--- config.mk ---
export PLATFORM = sky130hd
export DESIGN_NAME = ahb_rx_fifo_slave
export DESIGN_NICKNAME = d
export VERILOG_FILES = /design/src/rtl/ahb_rx_fifo_slave_pkg.sv /design/src/rtl/rxf_fifo_core.sv /design/src/rtl/ahb_rx_fifo_slave.sv
export SDC_FILE = /design/constraint.sdc
export NUM_CORES = 1
export LEC_CHECK = 0
export BUFFER_PORTS_ARGS = -buffer_cell sky130_fd_sc_hd__buf_2
export CAP_MARGIN = 20
export CORE_UTILIZATION = 50
export DETAILED_ROUTE_END_ITERATION = 10
export PLACE_DENSITY = 0.69
export SYNTH_ARGS = -nofsm -noshare
export SYNTH_HDL_FRONTEND = slang
export SYNTH_HIERARCHICAL = 1
export SYNTH_SLANG_ARGS = --single-unit
export TNS_END_PERCENT = 50
--- constraint.sdc ---
create_clock -name HCLK -period 6.75 [get_ports HCLK]
set_input_delay 0.3375 -clock HCLK [delete_from_list [all_inputs] [get_ports HCLK]]
set_output_delay 0.3375 -clock HCLK [all_outputs]
set_load 0.01 [all_outputs]
--- src/rtl/ahb_rx_fifo_slave_pkg.sv ---
// Shared definitions for the AHB receive FIFO slave: register offsets,
// AHB encodings, FSM state encoding and the STATUS word layout.
package ahb_rx_fifo_slave_pkg;

    // Register offsets, decoded from HADDR[3:2]
    localparam logic [1:0] RegData   = 2'b00;
    localparam logic [1:0] RegStatus = 2'b01;
    localparam logic [1:0] RegCtrl   = 2'b10;
    localparam logic [1:0] RegRsvd   = 2'b11;

    // HTRANS encodings
    localparam logic [1:0] HtransIdle   = 2'b00;
    localparam logic [1:0] HtransBusy   = 2'b01;
    localparam logic [1:0] HtransNonseq = 2'b10;
    localparam logic [1:0] HtransSeq    = 2'b11;

    // HRESP encodings
    localparam logic [1:0] HrespOkay  = 2'b00;
    localparam logic [1:0] HrespError = 2'b01;

    // Data-phase FSM states
    typedef enum logic [1:0] {
        StIdle   = 2'b00,
        StRdWait = 2'b01,
        StErr1   = 2'b10,
        StErr2   = 2'b11
    } rxf_state_e;

    // STATUS layout: [0] empty, [1] full, [2] overflow, [15:8] count.
    function automatic logic [15:0] status_word(input logic       empty,
                                                input logic       full,
                                                input logic       overflow,
                                                input logic [7:0] count);
        return {count, 5'b00000, overflow, full, empty};
    endfunction

endpackage

--- src/rtl/rxf_fifo_core.sv ---
// Storage, pointers, occupancy count and registered FULL/EMPTY/OVERFLOW flags
// for the receive FIFO. Flush has priority over push and pop.
module rxf_fifo_core #(
    parameter  int unsigned DEPTH = 16,
    localparam int unsigned CW    = $clog2(DEPTH) + 1,
    localparam int unsigned PW    = CW - 1
) (
    input  logic          clk,
    input  logic          rst_n,
    input  logic          push,
    input  logic [15:0]   push_data,
    input  logic          pop,
    input  logic          flush,
    input  logic          clr_ovf,
    output logic [15:0]   head,
    output logic [CW-1:0] count,
    output logic          full,
    output logic          empty,
    output logic          overflow,
    output logic          empty_next
);

    logic [15:0]   mem [DEPTH];
    logic [PW-1:0] wr_ptr_q, wr_ptr_d;
    logic [PW-1:0] rd_ptr_q, rd_ptr_d;
    logic [CW-1:0] count_q, count_d;
    logic          full_q, empty_q, ovf_q, ovf_d;
    logic          push_ok, pop_ok;

    // Next-state for pointers, count and the sticky overflow flag.
    always_comb begin
        push_ok  = push & ~full_q & ~flush;
        pop_ok   = pop & ~empty_q & ~flush;
        wr_ptr_d = wr_ptr_q;
        rd_ptr_d = rd_ptr_q;
        count_d  = count_q;
        ovf_d    = ovf_q;
        if (flush) begin
            wr_ptr_d = '0;
            rd_ptr_d = '0;
            count_d  = '0;
            ovf_d    = 1'b0;
        end else begin
            if (push_ok) begin
                wr_ptr_d = wr_ptr_q + 1'b1;
            end
            if (pop_ok) begin
                rd_ptr_d = rd_ptr_q + 1'b1;
            end
            if (push_ok && !pop_ok) begin
                count_d = count_q + 1'b1;
            end else if (pop_ok && !push_ok) begin
                count_d = count_q - 1'b1;
            end
            // A drop in the same cycle as a clear still leaves the flag set.
            if (clr_ovf) begin
                ovf_d = 1'b0;
            end
            if (push && full_q) begin
                ovf_d = 1'b1;
            end
        end
    end

    // Pointer, count and flag registers.
    always_ff @(posedge clk or negedge rst_n) begin
        if (!rst_n) begin
            wr_ptr_q <= '0;
            rd_ptr_q <= '0;
            count_q  <= '0;
            full_q   <= 1'b0;
            empty_q  <= 1'b1;
            ovf_q    <= 1'b0;
        end else begin
            wr_ptr_q <= wr_ptr_d;
            rd_ptr_q <= rd_ptr_d;
            count_q  <= count_d;
            full_q   <= (count_d == CW'(DEPTH));
            empty_q  <= (count_d == '0);
            ovf_q    <= ovf_d;
        end
    end

    // Storage write; contents need no reset since reads are gated by empty.
    always_ff @(posedge clk) begin
        if (push_ok) begin
            mem[wr_ptr_q] <= push_data;
        end
    end

    assign head       = mem[rd_ptr_q];
    assign count      = count_q;
    assign full       = full_q;
    assign empty      = empty_q;
    assign overflow   = ovf_q;
    assign empty_next = (count_d == '0);

endmodule

--- src/rtl/ahb_rx_fifo_slave.sv ---
// AHB-Lite slave returning words from a local receive FIFO.
// DATA reads pop the head, STATUS reports flags/count, CTRL flushes or clears
// overflow. Optional feature macro: RXF_EMPTY_WAIT_EN (stall empty DATA reads,
// then answer with a two-cycle ERROR after WAIT_MAX+1 wait cycles).
module ahb_rx_fifo_slave
    import ahb_rx_fifo_slave_pkg::*;
#(
    parameter int unsigned DEPTH    = 16,
    parameter int unsigned WAIT_MAX = 15
) (
    input  logic        HCLK,
    input  logic        HRESETn,
    input  logic        HSEL,
    input  logic [31:0] HADDR,
    input  logic [1:0]  HTRANS,
    input  logic        HWRITE,
    input  logic [2:0]  HSIZE,
    input  logic [31:0] HWDATA,
    input  logic        HREADY,
    output logic        HREADYOUT,
    output logic [1:0]  HRESP,
    output logic [15:0] HRDATA,
    input  logic        WR_EN,
    input  logic [15:0] WR_DATA,
    output logic        FULL,
    output logic        EMPTY,
    output logic        OVERFLOW
);

    localparam int unsigned CW = $clog2(DEPTH) + 1;

    logic          accept;
    logic          dphase_q;
    logic [1:0]    addr_q;
    logic          write_q;
    logic          rd_phase;
    logic          phase_done;
    logic          pop;
    logic          ctrl_wr;
    logic          flush;
    logic          clr_ovf;
    logic          ready;
    logic [1:0]    resp;
    logic [15:0]   rdata;
    logic [15:0]   fifo_head;
    logic [CW-1:0] fifo_count;
    logic          fifo_full;
    logic          fifo_empty;
    logic          fifo_ovf;
    logic          fifo_empty_next;

    assign accept = HSEL & HREADY & ((HTRANS == HtransNonseq) | (HTRANS == HtransSeq));

    // Address-phase capture; held while the bus is stalled.
    always_ff @(posedge HCLK or negedge HRESETn) begin
        if (!HRESETn) begin
            dphase_q <= 1'b0;
            addr_q   <= RegData;
            write_q  <= 1'b0;
        end else if (HREADY) begin
            dphase_q <= accept;
            if (accept) begin
                addr_q  <= HADDR[3:2];
                write_q <= HWRITE;
            end
        end
    end

    assign rd_phase = dphase_q & ~write_q;
    assign pop      = rd_phase & (addr_q == RegData) & ~fifo_empty & phase_done;
    assign ctrl_wr  = dphase_q & write_q & (addr_q == RegCtrl) & phase_done;
    assign flush    = ctrl_wr & HWDATA[0];
    assign clr_ovf  = ctrl_wr & HWDATA[1];

`ifdef RXF_EMPTY_WAIT_EN
    localparam int unsigned    WCW      = (WAIT_MAX > 0) ? $clog2(WAIT_MAX + 1) : 1;
    localparam logic [WCW-1:0] WaitLast = WCW'(WAIT_MAX);

    rxf_state_e     state_q, state_d;
    logic [WCW-1:0] wait_cnt_q, wait_cnt_d;
    logic           start_wait;

    // Look at the post-edge occupancy so a read racing the last pop still waits.
    assign start_wait = accept & ~HWRITE & (HADDR[3:2] == RegData) & fifo_empty_next;

    // Data-phase FSM: next state, wait counter and bus response.
    always_comb begin
        state_d    = state_q;
        wait_cnt_d = '0;
        ready      = 1'b1;
        resp       = HrespOkay;
        phase_done = 1'b1;
        unique case (state_q)
            StIdle: begin
                if (start_wait) begin
                    state_d = StRdWait;
                end
            end
            StRdWait: begin
                if (!fifo_empty) begin
                    state_d = start_wait ? StRdWait : StIdle;
                end else begin
                    ready      = 1'b0;
                    phase_done = 1'b0;
                    if (wait_cnt_q == WaitLast) begin
                        state_d = StErr1;
                    end else begin
                        wait_cnt_d = wait_cnt_q + 1'b1;
                    end
                end
            end
            StErr1: begin
                ready      = 1'b0;
                resp       = HrespError;
                phase_done = 1'b0;
                state_d    = StErr2;
            end
            StErr2: begin
                resp       = HrespError;
                phase_done = 1'b0;
                state_d    = start_wait ? StRdWait : StIdle;
            end
        endcase
    end

    // FSM state and wait counter registers.
    always_ff @(posedge HCLK or negedge HRESETn) begin
        if (!HRESETn) begin
            state_q    <= StIdle;
            wait_cnt_q <= '0;
        end else begin
            state_q    <= state_d;
            wait_cnt_q <= wait_cnt_d;
        end
    end
`else
    // Every data phase completes immediately; empty DATA reads return zero.
    assign ready      = 1'b1;
    assign resp       = HrespOkay;
    assign phase_done = 1'b1;

    logic unused_cfg;
    assign unused_cfg = fifo_empty_next ^ (WAIT_MAX == 32'd0);
`endif

    // Read mux: FIFO head (zero when empty), STATUS snapshot, zero otherwise.
    always_comb begin
        rdata = '0;
        if (rd_phase && phase_done) begin
            case (addr_q)
                RegData: begin
                    if (!fifo_empty) begin
                        rdata = fifo_head;
                    end
                end
                RegStatus: rdata = status_word(fifo_empty, fifo_full, fifo_ovf, 8'(fifo_count));
                default:   rdata = '0;
            endcase
        end
    end

    rxf_fifo_core #(
        .DEPTH (DEPTH)
    ) u_fifo (
        .clk        (HCLK),
        .rst_n      (HRESETn),
        .push       (WR_EN),
        .push_data  (WR_DATA),
        .pop        (pop),
        .flush      (flush),
        .clr_ovf    (clr_ovf),
        .head       (fifo_head),
        .count      (fifo_count),
        .full       (fifo_full),
        .empty      (fifo_empty),
        .overflow   (fifo_ovf),
        .empty_next (fifo_empty_next)
    );

    assign HREADYOUT = ready;
    assign HRESP     = resp;
    assign HRDATA    = rdata;
    assign FULL      = fifo_full;
    assign EMPTY     = fifo_empty;
    assign OVERFLOW  = fifo_ovf;

    logic unused_bits;
    assign unused_bits = ^{HSIZE, HWDATA[31:2], HADDR[31:4], HADDR[1:0]};

endmodule
==> results.py, run 1 <==
metrics = {
    "min_path": {
        "hp-class": "in2reg",
    },
    "finish": {
        "fin_nets": 815,
        "multi_input_area_sq_um": 3010,
        "num_antenna_cells": 0,
        "area_growth_pct": 11.9,
        "fillers": 1754,
        "layout-drive-gt1-share": 0.256,
        "area.sequential_sq_um": 8190,
        "fin_util": 0.569,
    },
    "pwr": {
        "pwr-share-comb": 0.292,
        "power_density_nw_per_um2": 401,
        "power.internal_mw": 3.49,
        "power_frac_seq": 0.438,
        "p_clk_frac": 0.269,
        "ir_drop_mv": 0.257,
        "sw_frac_of_total": 0.321,
        "p_leak_nw": 4.46,
        "switching_power_mw": 1.65,
    },
    "placement": {
        "dp_hpwl_um": 14000,
        "gp_congestion": 0.825,
        "numPortBuffers": 45,
    },
    "clocking": {
        "cts_tree": "built",
        "post_cts_buffers": 0,
        "cts-htree-levels": 1,
        "cts_root_buffer": "clkbuf_16",
        "cts_sinks": 276,
        "path_clk_slew_ns": 0.06,
        "clock_latency_ns": 0.55,
        "clk_path_buf_depth": 3,
        "cts_buffers": 28,
    },
    "floorplan": {
        "start_util": 0.508,
        "fp.coreArea_sq_um": 22600,
        "ios": 113,
        "die_w_um": 153,
        "die-area_sq_um": 23500,
        "dieHeight_um": 153,
        "rows": 55,
    },
    "drt": {
        "drt_iter0_markers": 520,
        "wl_met1_um": 9570,
        "vias": 6081,
        "wl_met2_um": 12600,
        "antenna_left": 0,
        "drc": 0,
        "first_pass_iters": 5,
        "wl_met3_um": 1400,
        "top_layer_used": "met4",
        "viasPerCell": 5.95,
        "post_drt_wl_per_cell_um": 23.7,
        "wirelength_um": 24300,
    },
    "setup_path": {
        "cp.arrival_ns": 3.58,
        "startpoint_type": "flip-flop",
        "worstSetupPathType": "reg2out",
        "worstPathRequired_ns": 6.41,
        "crit_fanout": 57,
        "crit_path_end_kind": "output port",
    },
    "logic_synthesis": {
        "yosys.area.top_type": "edfxtp_1",
        "synth_common_cells": "256 x edfxtp_1, 48 x mux2i_1, 35 x nand2_1, 35 x o21ai_0, 32 x mux4_2",
        "ys_seq_area_frac": 0.714,
        "avgSynthCellArea_sq_um": 17.5,
        "post-synth-top-count-cell": "edfxtp_1",
        "synth_edf_count": 256,
        "synth_cells": 657,
        "synth_top_area_frac": 0.670,
        "synthFlopType": "edfxtp_1",
        "synth_area_sq_um": 11500,
        "yosys-top-cells-area": "edfxtp_1 67%, mux4_2 6.3%, mux2i_1 4.2%",
        "yosysWarnings": 6,
        "ys_types": 48,
        "synth-async-reset-ratio": 0.0725,
        "ys_seq_elements": 276,
    },
    "job": {
        "cap_viol_max_count": 0,
    },
    "grt": {
        "grt_overflow": 0,
        "grt_pass1_wl_um": 36600,
        "antenna_found_initial": 0,
        "grtUsageTotal": 0.210,
        "first_global_vias": 6168,
        "grt_max_degree": 58,
    },
    "timing": {
        "slew_violations": 0,
        "final_hold_viol_count": 0,
        "tns_ns": 0,
        "fin_crit_ns": 3.92,
        "fin_crit_sh": 0.581,
        "setup_violations": 0,
        "relSlewSlack": 0.253,
        "tightest_slew_ns": 1.12,
        "fin_skew_ns": 0.0156,
        "holdWs_ns": 0.0265,
        "clock.fmax_mhz": 255,
        "rsz0062_at_grt": "no",
    },
    "run_status": {
        "outcome": "completed",
    },
}
## layer usage
metal | global-route usage | vias up
li1 | - | 2706
met1 | 0.265 | 3129
met2 | 0.363 | 204
met3 | 0.0326 | 42
met4 | 0.0890 | 0
met5 | 0 | -
## per-stage QoR
step / total power, mW / setup WS (ns) / instances / cell area [sq um]
final: 5.15 / 2.83 / 1022 / 12800
after global placement: 3.73 / 3.35 / 967 / 11900
after global routing: 5.39 / 2.51 / 1022 / 12800
after floorplan: 3.39 / 4.45 / 658 / 11500
after CTS: 5.18 / 2.75 / 1019 / 12800
after detailed placement: 3.79 / 3.32 / 967 / 11900
## worst max-delay path: stages (launching register included)
cell and delay (ns):
dfrtp_4 1.08, buf_4 0.48, mux2i_1 0.13, a221oi_1 0.36
a22oi_1 0.15, nand2_1 0.13, or3b_1 0.38, a21oi_2 0.15
buf_2 0.15
## worst paths after layout
kind | from | to | slack [ns] | cells after the start
setup / recovery | u_fifo/rd_ptr_q[0]$_DFFE_PN0P_ | HRDATA[2] | 2.83 | 8
hold / removal | HWRITE | write_q$_DFFE_PN0P_ | 0.03 | 2
setup reg to reg | addr_q[0]$_DFFE_PN0P_ | u_fifo/mem[8][11]$_DFFE_PP_ | 3.51 | 7
hold reg to reg | write_q$_DFFE_PN0P_ | write_q$_DFFE_PN0P_ | 0.58 | 1
max in group asynchronous | HRESETn | u_fifo/rd_ptr_q[0]$_DFFE_PN0P_ | 6.08 | 2
min in group asynchronous | HRESETn | addr_q[0]$_DFFE_PN0P_ | 0.30 | 2
## flip-flops by register name, indices dropped and copies added (netlist names)
register / flops
u_fifo/mem: 256
u_fifo/count: 5
u_fifo/rd_ptr_q: 4
u_fifo/wr_ptr_q: 4
addr_q: 2
dphase_q: 1
u_fifo/empty: 1
u_fifo/full: 1
u_fifo/overflow: 1
write_q: 1
## cells by family (layout without fill, tap and decap cells)
group / Yosys count / in the layout / synth area share
buf+inv: 44 / 123 / 0.0246
flops: 276 / 276 / 0.714
compound gates: 101 / 101 / 0.0647
simple gates: 119 / 119 / 0.0573
mux: 101 / 101 / 0.126
xor+xnor: 7 / 7 / 0.00535
fa+ha+maj: 7 / 7 / 0.00764
other cells: 2 / 3 / 0.000655
## cell type report
cell class / instances / area share
flip-flops and latches: 276 / 0.638
well taps: 285 / 0.0278
multi-input cells: 338 / 0.235
inverters: 7 / 0.00205
clock buffers: 36 / 0.0569
clock inverters: 14 / 0.00751
repair buffers: 66 / 0.0329
## layout by cell type, fill, tap and decap left out, types with 15 or more instances in the layout
cell / instances
a21oi_1: 20
a22oi_1: 16
and2_1: 16
buf_2: 45
buf_4: 16
clkbuf_16: 28
dfrtp_1: 18
edfxtp_1: 256
mux2_2: 17
mux2i_1: 48
mux4_2: 32
nand2_1: 35
nor2_1: 15
o21ai_0: 35
## what timing repair did
| action | 4_1_cts | 5_1_grt |
|---|---|---|
| gates resized for setup | 0 | 0 |
| hold buffers | 2 | 0 |
| hold endpoints to repair | 20 | 0 |
## power by group through the flow
| stage | Sequential (mW) | Combinational [mW] | Clock [mW] |
|---|---|---|---|
| 2_1_floorplan | 2.18 | 1.21 | 0 |
| 3_3_place_gp | 2.28 | 1.45 | 0 |
| 3_5_place_dp | 2.30 | 1.49 | 0 |
| 4_1_cts | 2.26 | 1.50 | 1.42 |
| 5_1_grt | 2.29 | 1.63 | 1.47 |
| 6_report | 2.26 | 1.50 | 1.39 |
Power figures use the tool's default switching activity.
==> inputs of run 2 (changes only) <==
- clock period: 6.75 -> 3.8 ns (I/O delays scaled with it)
==> results.py, run 2 (synthesis gave the netlist of run 1 again) <==
metrics = {
    "run_status": {
        "outcome": "completed",
    },
    "finish": {
        "final_cell_area_sq_um": 13200,
        "fin_nets": 830,
        "fillers": 1656,
        "final_cell_mix": "256 x edfxtp_1, 48 x mux2i_1, 45 x buf_2",
        "layout_commonest_cell": "edfxtp_1",
        "layout.cells.non_filler": 1038,
        "layout-drive-gt1-share": 0.268,
        "area_growth_pct": 14.9,
        "largest-register": "u_fifo/mem",
        "largest_reg_flops": 256,
        "num_antenna_cells": 0,
    },
    "drt": {
        "viasPerCell": 5.91,
        "vias": 6136,
        "first_pass_iters": 5,
        "wirelength_um": 24400,
        "drc": 0,
        "antenna_left": 0,
        "post_drt_wl_per_cell_um": 23.5,
        "drt_iter0_markers": 456,
    },
    "min_path": {
        "hp-class": "in2reg",
        "hp-start": "WR_DATA[5]",
        "hold-path-endpoint": "u_fifo/mem[1][5]$_DFFE_PP_",
        "hold_depth": 1,
    },
    "placement": {
        "dp_hpwl_um": 14600,
        "placed_area_sq_um": 12100,
        "numPortBuffers": 45,
        "gp_congestion": 0.799,
        "dp.cells": 977,
        "pre_cts_ws_ns": 0.909,
    },
    "grt": {
        "grtUsageTotal": 0.212,
        "grt_use_met2": 0.373,
        "grt_pass1_wl_um": 36900,
        "busiest_layer": "met2",
        "first_global_vias": 6309,
        "grt_max_degree": 56,
        "use_met3": 0.0388,
        "antenna_found_initial": 0,
        "grt.met1_usage": 0.266,
        "grt_overflow": 0,
    },
    "clocking": {
        "clock_latency_ns": 0.54,
        "cts-htree-levels": 1,
        "cts_tree": "built",
        "clk_path_buf_depth": 3,
        "path_clk_slew_ns": 0.06,
        "cts_buffers": 28,
        "cts_root_buffer": "clkbuf_16",
        "cts_sinks": 276,
    },
    "setup_path": {
        "rr_worst_depth": 7,
        "critPathBufInv": 2,
        "worstPathRequired_ns": 3.61,
        "slowest_stage": "dfrtp_4",
        "timing.rr.end": "u_fifo/full$_DFF_PN0_",
        "cp_cell_sequence": "buf_4 -> mux2_2 -> o21ai_0 -> a21oi_1 -> o21ai_0 -> nand2_1 -> and3_1 -> buf_2",
        "cp.arrival_ns": 3.26,
        "crit_fanout": 55,
        "critPathLaunch": "u_fifo/rd_ptr_q[0]$_DFFE_PN0P_",
        "r2r_setup_slack_ns": 0.97,
        "crit_path_end_kind": "output port",
        "startpoint_type": "flip-flop",
        "cpMostUsedCell": "o21ai_0",
        "crit_family": "flip-flops",
        "timing.rr.start": "addr_q[1]$_DFFE_PN0P_",
        "worstSetupPathType": "reg2out",
        "cpPeakStageDelay_ns": 1.07,
    },
    "timing": {
        "final_hold_viol_count": 0,
        "tns_ns": 0,
        "fin_skew_ns": 0.0155,
        "setup_slack_ns": 0.352,
        "setup_violations": 0,
        "slew_violations": 0,
        "tightest_slew_ns": 1.19,
        "clock.fmax_mhz": 290,
        "rsz0062_at_grt": "no",
        "relSlewSlack": 0.205,
        "fin_crit_ns": 3.45,
        "fin_crit_sh": 0.907,
    },
    "floorplan": {
        "fp.coreArea_sq_um": 22600,
        "start_util": 0.508,
        "ios": 113,
        "die-area_sq_um": 23500,
        "die_w_um": 153,
        "rows": 55,
        "dieHeight_um": 153,
    },
    "job": {
        "cap_viol_max_count": 0,
    },
    "pwr": {
        "power_density_nw_per_um2": 739,
        "ir_drop_mv": 0.463,
        "p_leak_nw": 4.62,
    },
}
-- run 2: area by class of cell --
cell class,count,area [sq um],share of cell area
Sequential cell,276,8190,0.622
Multi-Input combinational cell,338,3010,0.228
Clock buffer,32,726,0.0551
Timing Repair Buffer,81,587,0.0445
Tap cell,285,357,0.0271
Clock inverter,19,279,0.0212
Inverter,7,26.3,0.00199
-- run 2: worst max path at each step --
| stage | endpoint | slack [ns] | depth (start not counted) |
|---|---|---|---|
| floorplan | u_fifo/mem[13][0]$_DFFE_PP_ | 1.54 | 6 |
| global placement | HRDATA[4] | 0.94 | 8 |
| finish | HRDATA[3] | 0.35 | 8 |
| CTS | HRDATA[3] | 0.29 | 8 |
| global route | HRDATA[3] | 0.13 | 8 |
| detailed placement | HRDATA[3] | 0.91 | 8 |
-- run 2: timing repair --
action,4_1_cts,5_1_grt
hold endpoints to repair,41,0
buffers inserted,0,0
gates resized for setup,0,0
hold buffers,8,0
-- run 2: power by group --
| group | switching (mW) | total, mW | internal (mW) |
|---|---|---|---|
| Combinational | 1.52 | 2.74 | 1.22 |
| Sequential | 0.350 | 4.04 | 3.69 |
| Clock | 1.12 | 2.96 | 1.84 |
-- run 2: metal layers --
| metal | vias up | share of wire |
|---|---|---|
| li1 | 2744 | - |
| met1 | 3154 | 0.41 |
| met2 | 185 | 0.52 |
| met3 | 53 | 0.048 |
| met4 | 0 | 0.028 |
| met5 | - | 0 |
-- run 2: metrics by stage --
step           power [mW]  utilization  hold WS [ns]
6_report             9.74        0.584        0.0117
5_1_grt              10.1        0.584       0.00992
4_1_cts              9.77        0.583      0.000546
3_5_place_dp         6.80        0.535         0.162
3_3_place_gp         6.67        0.531         0.158
2_1_floorplan        6.02            -        -0.106
